==> src/rtl/f2c_dma_sched.sv <==
// f2c_dma_sched: FPGA->CPU DMA command scheduler.
// Cuts the source TLP stream into chunks of 2^CHUNK_TLPS_LOG2 data TLPs, writes
// them into a host ring of 2^NUM_CHUNKS_LOG2 chunks, and publishes the new
// write pointer with a single-DW metrics write after each complete chunk.
// Optional feature: define F2C_STALL_COUNT_EN to build the ring-full stall counter.
module f2c_dma_sched #(
  parameter int NUM_CHUNKS_LOG2 = 2,
  parameter int CHUNK_TLPS_LOG2 = 2,
  parameter int TLP_QWS         = 16
) (
  input  logic                       pcieClk_in,
  input  logic                       pcieRst_in,
  input  logic                       dmaEnable_in,
  input  logic [31:0]                f2cBase_in,
  input  logic [31:0]                mtrBase_in,
  input  logic [NUM_CHUNKS_LOG2-1:0] rdPtr_in,
  input  logic                       srcTlpReady_in,
  output logic                       srcTlpPop_out,
  output logic                       cmdValid_out,
  input  logic                       cmdReady_in,
  output logic                       cmdIsMtr_out,
  output logic [31:0]                cmdAddr_out,
  output logic [31:0]                cmdData_out,
  output logic [NUM_CHUNKS_LOG2-1:0] wrPtr_out,
  output logic                       busy_out,
  output logic [31:0]                stallCount_out
);

  localparam logic [1:0] ST_IDLE = 2'd0;
  localparam logic [1:0] ST_DATA = 2'd1;
  localparam logic [1:0] ST_MTR  = 2'd2;

  logic [1:0]                 state;
  logic [NUM_CHUNKS_LOG2-1:0] wr_ptr;
  logic [NUM_CHUNKS_LOG2-1:0] wr_ptr_inc;
  logic [CHUNK_TLPS_LOG2-1:0] tlp_idx;
  logic                       cmd_valid;
  logic                       cmd_is_mtr;
  logic [31:0]                cmd_addr;
  logic [31:0]                cmd_data;
  logic                       ring_full;
  logic                       start_ok;
  logic [31:0]                data_addr;

  // The ring is full when advancing the write pointer would land on the host read pointer.
  assign wr_ptr_inc = wr_ptr + 1'b1;
  assign ring_full  = (wr_ptr_inc == rdPtr_in);

  // Full is only a blocker at a chunk boundary; a chunk already begun always completes.
  assign start_ok = dmaEnable_in && srcTlpReady_in && ((tlp_idx != '0) || !ring_full);

  // Ring slot address: TLP number within the ring times TLP size, 32-bit wrap.
  assign data_addr = f2cBase_in + (32'({wr_ptr, tlp_idx}) * 32'(TLP_QWS));

  // Main sequencer: command issue, chunk/ring bookkeeping and registered command outputs.
  always_ff @(posedge pcieClk_in) begin
    // NOTE: every register here is assigned with <= so all of them update from the
    // same pre-edge values; mixing in = would make results depend on statement order.
    if (pcieRst_in) begin
      state      <= ST_IDLE;
      wr_ptr     <= '0;
      tlp_idx    <= '0;
      cmd_valid  <= 1'b0;
      cmd_is_mtr <= 1'b0;
      cmd_addr   <= '0;
      cmd_data   <= '0;
    end else begin
      case (state)
        ST_IDLE: begin
          if (!dmaEnable_in) begin
            wr_ptr  <= '0;
            tlp_idx <= '0;
          end else if (start_ok) begin
            state      <= ST_DATA;
            cmd_valid  <= 1'b1;
            cmd_is_mtr <= 1'b0;
            cmd_addr   <= data_addr;
            cmd_data   <= '0;
          end
        end
        ST_DATA: begin
          // The command stays up until taken, even if DMA is disabled meanwhile.
          if (cmdReady_in) begin
            cmd_valid <= 1'b0;
            tlp_idx   <= tlp_idx + 1'b1;
            if (&tlp_idx) begin
              wr_ptr <= wr_ptr_inc;
              state  <= ST_MTR;
            end else begin
              state <= ST_IDLE;
            end
          end
        end
        ST_MTR: begin
          // First MTR cycle is the mandatory gap; the metrics write is raised after it.
          if (!cmd_valid) begin
            cmd_valid  <= 1'b1;
            cmd_is_mtr <= 1'b1;
            cmd_addr   <= mtrBase_in;
            cmd_data   <= 32'(wr_ptr);
          end else if (cmdReady_in) begin
            cmd_valid <= 1'b0;
            state     <= ST_IDLE;
          end
        end
        default: state <= ST_IDLE;
      endcase
    end
  end

`ifdef F2C_STALL_COUNT_EN
  logic [31:0] stall_cnt;

  // Saturating count of chunk-start cycles lost to a full ring; cleared while disabled.
  always_ff @(posedge pcieClk_in) begin
    if (pcieRst_in || !dmaEnable_in) begin
      stall_cnt <= '0;
    end else if ((state == ST_IDLE) && srcTlpReady_in && (tlp_idx == '0) && ring_full
                 && (stall_cnt != '1)) begin
      stall_cnt <= stall_cnt + 32'd1;
    end
  end

  assign stallCount_out = stall_cnt;
`else
  assign stallCount_out = '0;
`endif

  // NOTE: the pop is combinational on the accept so it lands in the accept cycle;
  // it is gated by reset so a reset edge wins over a handshake in the same cycle.
  assign srcTlpPop_out = (state == ST_DATA) && cmdReady_in && !pcieRst_in;
  assign cmdValid_out  = cmd_valid;
  assign cmdIsMtr_out  = cmd_is_mtr;
  assign cmdAddr_out   = cmd_addr;
  assign cmdData_out   = cmd_data;
  assign wrPtr_out     = wr_ptr;
  assign busy_out      = (state != ST_IDLE);

endmodule

==> config.mk <==
export PLATFORM = sky130hd
export DESIGN_NAME = f2c_dma_sched
export DESIGN_NICKNAME = d
export VERILOG_FILES = /design/src/rtl/f2c_dma_sched.sv
export SDC_FILE = /design/constraint.sdc
export NUM_CORES = 1
export LEC_CHECK = 0
export CORE_MARGIN = 2
export CORE_UTILIZATION = 41
export DETAILED_ROUTE_END_ITERATION = 7
export PLACE_DENSITY = 0.84
export SYNTH_ARGS = -nofsm -noshare
export SYNTH_HDL_FRONTEND = slang
export SYNTH_SLANG_ARGS = --single-unit
==> constraint.sdc <==
create_clock -name pcieClk_in -period 3.1 [get_ports pcieClk_in]
set_input_delay 0.62 -clock pcieClk_in [delete_from_list [all_inputs] [get_ports pcieClk_in]]
set_output_delay 0.62 -clock pcieClk_in [all_outputs]
set_load 0.02 [all_outputs]
; Word level (Yosys, flattened, before mapping)
; Index checks and enable logic that the tools add are counted.
[word_totals]
n_memories = 0
romBits = 0
out_inout_bits = 102
latchBits = 0
input_bits = 71
word_cells = 71
register_bits = 72
ramBits = 0
[classes]
div_mod_pow = 0
mux = 31
n_reduce_logical = 19
n_mul = 0
n_shift = 0
bitwise_logic = 0
magnitude_cmp = 0
n_eq_ne = 11
add_sub_neg = 3
[ops]
columns = op, count
row1 = $mux 32, 6
row2 = $pmux 32 s2, 2
row3 = $add 32x8->32, 1
row4 = $mux 2, 10
row5 = $ne 2x2->1 const B, 8
row6 = $reduce_and 4->1, 3
row7 = $mux 1, 8
row8 = $pmux 2 s2, 2
row9 = $reduce_bool 2->1, 4
row10 = $pmux 2 s3, 1
row11 = $reduce_and 5->1, 1
row12 = $add 2x1->2 const B, 2
row13 = $logic_and 1x1->1, 4
row14 = $pmux 1 s3, 1
row15 = $reduce_and 3->1, 1
row16 = $reduce_bool 3->1, 1
row17 = $eq 2x1->1 const B, 1
row18 = $eq 2x2->1, 1
row19 = $eq 2x2->1 const B, 1
row20 = $logic_not 1->1, 2
row21 = $logic_not 2->1, 1
row22 = $pmux 1 s2, 1
row23 = $reduce_and 2->1, 1
row24 = $logic_or 1x1->1, 1

; Logic depth before layout (Yosys ltp)
; Gate-level depths: netlist of the first run.
[depth]
depth_word = 8
depth_mapped = 10
ltp_nobuf = 8

; Least setup slack after synthesis of the first run
; Ideal clock, no wire load.
[synth_timing]
path_kind = input to register
from = input f2cBase_in[4]
to = register cmd_addr[30] (netlist: cmdAddr_out[30])
cell_stages = 8
t_required_ps = 2962
path_buffers = 0
arrival_time_ps = 2262
setup_slack_ps = 700
setup_time_ps = 138
path_cell_list = ha_1 inv_1 fa_1 nor2b_1 o21ai_1 a2111oi_2 xnor2_1 o22ai_2
[synth_between]
elab_chain_len = 4
[synth_lines]
columns = element, line
row1 = start: declaration, 14  ; input logic [31:0] f2cBase_in,
row2 = $add 32x8->32, 53  ; assign data_addr = f2cBase_in + (32'({wr_ptr, tlp_idx}) * 32'(TLP_QWS));
row3 = $mux 32, 73  ; end else if (start_ok) begin
row4 = $mux 32, 70  ; if (!dmaEnable_in) begin
row5 = $pmux 32 s2, 68  ; case (state)
row6 = end signal: assignment, 77  ; cmd_addr <= data_addr;
row7 = end signal: assignment, 99  ; cmd_addr <= mtrBase_in;
row8 = end: declaration, 39  ; logic [31:0] cmd_addr;
; No other way between the ends. The select of a mux whose other input is x is not followed.
; A chain may end at the register's enable or synchronous reset.

; Worst setup path after layout of the first run
[layout_timing]
from = input f2cBase_in[4]
to = register cmd_addr[20] (netlist: cmdAddr_out[20])
; The elaborated chain is that of the path after synthesis.

==> impl_metrics.yaml, run 1 <==
status:
  outcome: "finished clean"
die:
  die-width_um: 95.4
  fp.dieH_um: 95.4
  start_util_pct: 42.1
  std_cell_rows: 33
  die-area_um2: 9090
  ios: 173
  core_um2: 8130
sta:
  max_freq_mhz: 369
  rsz0062_at_grt: "false"
  slew_headroom_pct: 54.2
  hold_violations: 0
  setup-tns-final_ns: 0
  hold_ws_ns: 0.476
  fin_crit_sh_pct: 87.3
  finClkSkew_ns: 0.00309
  tightestPinTransition_ns: 0.670
  layout_min_cycle_time_ns: 2.71
  slew_viol_final: 0
  setup_viol: 0
routing:
  wl_met1_um: 3910
  highest_layer: "met4"
  num_vias: 3355
  vias_per_cell: 5.23
  drc: 0
  wl_per_cell_um: 14.7
  drtIter0Drc: 207
  met3_length_um: 722
  drtAntennaViolNets: 0
  drtPass1Iterations: 4
  wirelength_um: 9430
  dr_wl_met2_um: 4670
power:
  p_per_area_nw_per_um2: 338
  power.leakage_nw: 1.62
  ir_drop_v: 0.000222
  p_total_mw: 1.53
global_route:
  grt_pass1_vias: 2996
  grt_max_degree: 32
  antenna_found_initial: 0
  grt_overflow: 0
  grtUsageTotal_pct: 20.4
  grt_first_pass_wirelength_um: 14800
place:
  place_congestion: 0.905
  dp_hpwl_um: 7350
  io_buffers: 110
critical_path:
  r2r_cells: 8
  cp.arrival_ns: 2.94
  crit_end: "cmdAddr_out[20]"
  path_class: "in -> reg"
  critPathLaunch: "f2cBase_in[4]"
  path_max_fanout: 5
  path_cells: "clkdlybuf4s50_1 -> ha_1 -> inv_1 -> fa_1 -> nand2b_1 -> a21oi_1 -> nand4_1 -> a2111o_1 -> o2bb2ai_1"
  critPathLaunchType: "input pin"
  path_delay_family: "compound AO/OA/AOI/OAI gates"
  worst_setup_path_end_kind: "flip-flop"
  cpMaxStageDelayCell: "clkdlybuf4s50_1"
  cp.required_ns: 3.34
  cp.depth: 9
  cpPeakStageDelay_ns: 0.47
  rr_endpoint: "cmdAddr_out[22]"
  cp_num_buf_inv: 2
  reg2reg_from: "state[0]"
  r2r_slack_ns: 0.66
cells_and_area:
  drive_gt1_share_pct: 7.65
  final_cell_mix: "clkdlybuf4s50_1 (109), conb_1 (62), dfxtp_1 (42)"
  final_util_pct: 55.7
  n_antenna_cell: 0
  nNetsFinal: 617
  final_common_cell: "clkdlybuf4s50_1"
  area_growth_pct: 32.5
synthesis:
  synth_cell_type_count: 66
  synth_top_family_by_area: "simple AND/OR/NAND/NOR gates"
  synthMuxAreaShare_pct: 3.66
  yosys_warnings: 0
  ys_ff_latch: 42
  ys_seq_area_share_pct: 24.6
  synth_area_um2: 3420
  synthSimpleGateAreaFrac_pct: 24.2
  yosys.area_share.adder_pct: 3.88
  synth-compound-area-share_pct: 20.5
  avgSynthCellArea_um2: 7.96
  async_flop_share_pct: 0
  yosys.area_share.xor_xnor_pct: 4.83
  syn_inst: 430
  ys.flop_type: "dfxtp_1"
  synth-edff-count: 0
clocking:
  cts_tree: "done"
  cts_made_buffers: 5
  post_cts_buffers: 0
  clk_latency_ns: 0.30
  worst_setup_hold_path_clk_slew_ns: 0.08
  cts_sinks: 42
  clock_path_buffers: 2
  htreeDepth: 2
  cts_resized: 0
  cts_root_buf: "clkbuf_8"
  cts_hold_buf: 0
worst_hold_path:
  hold_path_class: "reg -> reg"
run:
  cap_violations: 0
-- flip-flops by register name (all words and copies together), names as in the netlist --
register	flops
wrPtr_out	2
cmdAddr_out	32
tlp_idx	2
state	2
cmdIsMtr_out	1
cmdValid_out	1
cmdData_out	2
-- Yosys cell counts (3+ instances only) --
| library cell | count | share of area, % |
|---|---|---|
| a21oi_1 | 30 | 4.4 |
| nand2_1 | 30 | 3.3 |
| or3_1 | 4 | 0.73 |
| xnor2_1 | 11 | 2.8 |
| nor4_2 | 4 | 1.5 |
| buf_4 | 63 | 14 |
| buf_2 | 6 | 0.88 |
| a211oi_1 | 13 | 2.9 |
| nand3b_1 | 4 | 0.88 |
| nand4_1 | 6 | 1.1 |
| nor2b_1 | 9 | 1.6 |
| mux2i_1 | 10 | 2.9 |
| xor2_1 | 6 | 1.5 |
| o21a_1 | 3 | 0.66 |
| dfxtp_1 | 42 | 25 |
| o211ai_1 | 4 | 0.88 |
| nand2b_1 | 9 | 1.6 |
| clkbuf_1 | 14 | 1.5 |
| a21o_1 | 3 | 0.66 |
| nand3_1 | 12 | 1.8 |
| and3_1 | 3 | 0.55 |
| o21ai_0 | 8 | 1.2 |
| ha_1 | 9 | 3.3 |
| inv_1 | 14 | 1.5 |
| nor3_1 | 23 | 3.4 |
| o32ai_1 | 3 | 0.77 |
| nor2_1 | 30 | 3.3 |
| o22ai_2 | 3 | 1.1 |
| o22ai_1 | 8 | 1.5 |
-- metrics by stage --
stage | worst slack (ns) | area [um^2] | std cells
5_1_grt | 0.286 | 4530 | 641
3_3_place_gp | 0.158 | 4420 | 634
4_1_cts | 0.415 | 4530 | 641
2_1_floorplan | 0.700 | 3650 | 491
3_5_place_dp | 0.107 | 4420 | 634
6_report | 0.392 | 4530 | 641
-- power breakdown --
| part | switching, mW | internal [mW] |
|---|---|---|
| clock | 0.197 | 0.258 |
| combinational | 0.271 | 0.211 |
| sequential | 0.0217 | 0.574 |
-- routing by layer --
layer  up-vias  global-route usage, %
met5         -                      0
met4         0                   6.28
met3        15                   4.11
met2       138                   33.8
met1      1577                   26.7
li1       1625                      -
-- worst min-delay path by stage --
stage,startpoint,end,slack [ns],cells past startpoint
2_1_floorplan,tlp_idx[1],tlp_idx[1],0.46,2
3_3_place_gp,cmdAddr_out[10],cmdAddr_out[10],0.45,2
3_5_place_dp,cmdAddr_out[12],cmdAddr_out[12],0.46,2
4_1_cts,cmdAddr_out[12],cmdAddr_out[12],0.47,2
5_1_grt,cmdAddr_out[10],cmdAddr_out[10],0.50,2
6_report,cmdAddr_out[12],cmdAddr_out[12],0.48,2
-- cells by family after synthesis --
logic type,count (synthesis)
and+or+nand+nor,151
buffers and inverters,99
AOI/OAI and AO/OA,97
DFF,42
xor gates and xnor gates,18
muxes,12
adders and majority gates,10
other,1
-- area by class of cell --
| type | instances | area [um^2] |
|---|---|---|
| flip-flops and latches | 42 | 841 |
| clock buffers | 6 | 82.6 |
| clock inverters | 1 | 30.0 |
| fillers | 730 | 3600 |
| inverters | 14 | 52.6 |
| multi-input cells | 350 | 2190 |
| repair buffers | 123 | 1210 |
| well taps | 105 | 131 |
-- worst register-to-register path, delay by kind of cell (launching register included) --
family / cells / cell delay (ns)
flip-flops: 1 / 0.33
adder cells (fa/ha/maj): 1 / 0.40
AO/OA/AOI/OAI: 4 / 0.95
AND/OR/NAND/NOR: 1 / 0.29
buffers and inverters: 2 / 0.38
No activity file was read; power rests on OpenSTA's default activity.
==> run 2, diff against run 1 <==
--- a/config.mk
+++ b/config.mk
@@ -5,6 +5,7 @@
 export SDC_FILE = /design/constraint.sdc
 export NUM_CORES = 1
 export LEC_CHECK = 0
+export ABC_CLOCK_PERIOD_IN_PS = 3100
 export CORE_MARGIN = 2
 export CORE_UTILIZATION = 41
 export DETAILED_ROUTE_END_ITERATION = 7
@@ -12,3 +13,4 @@
 export SYNTH_ARGS = -nofsm -noshare
 export SYNTH_HDL_FRONTEND = slang
 export SYNTH_SLANG_ARGS = --single-unit
+export TNS_END_PERCENT = 5
==> results of run 2 <==
No change in the layout: final DEF, timing and power equal those of run 1.
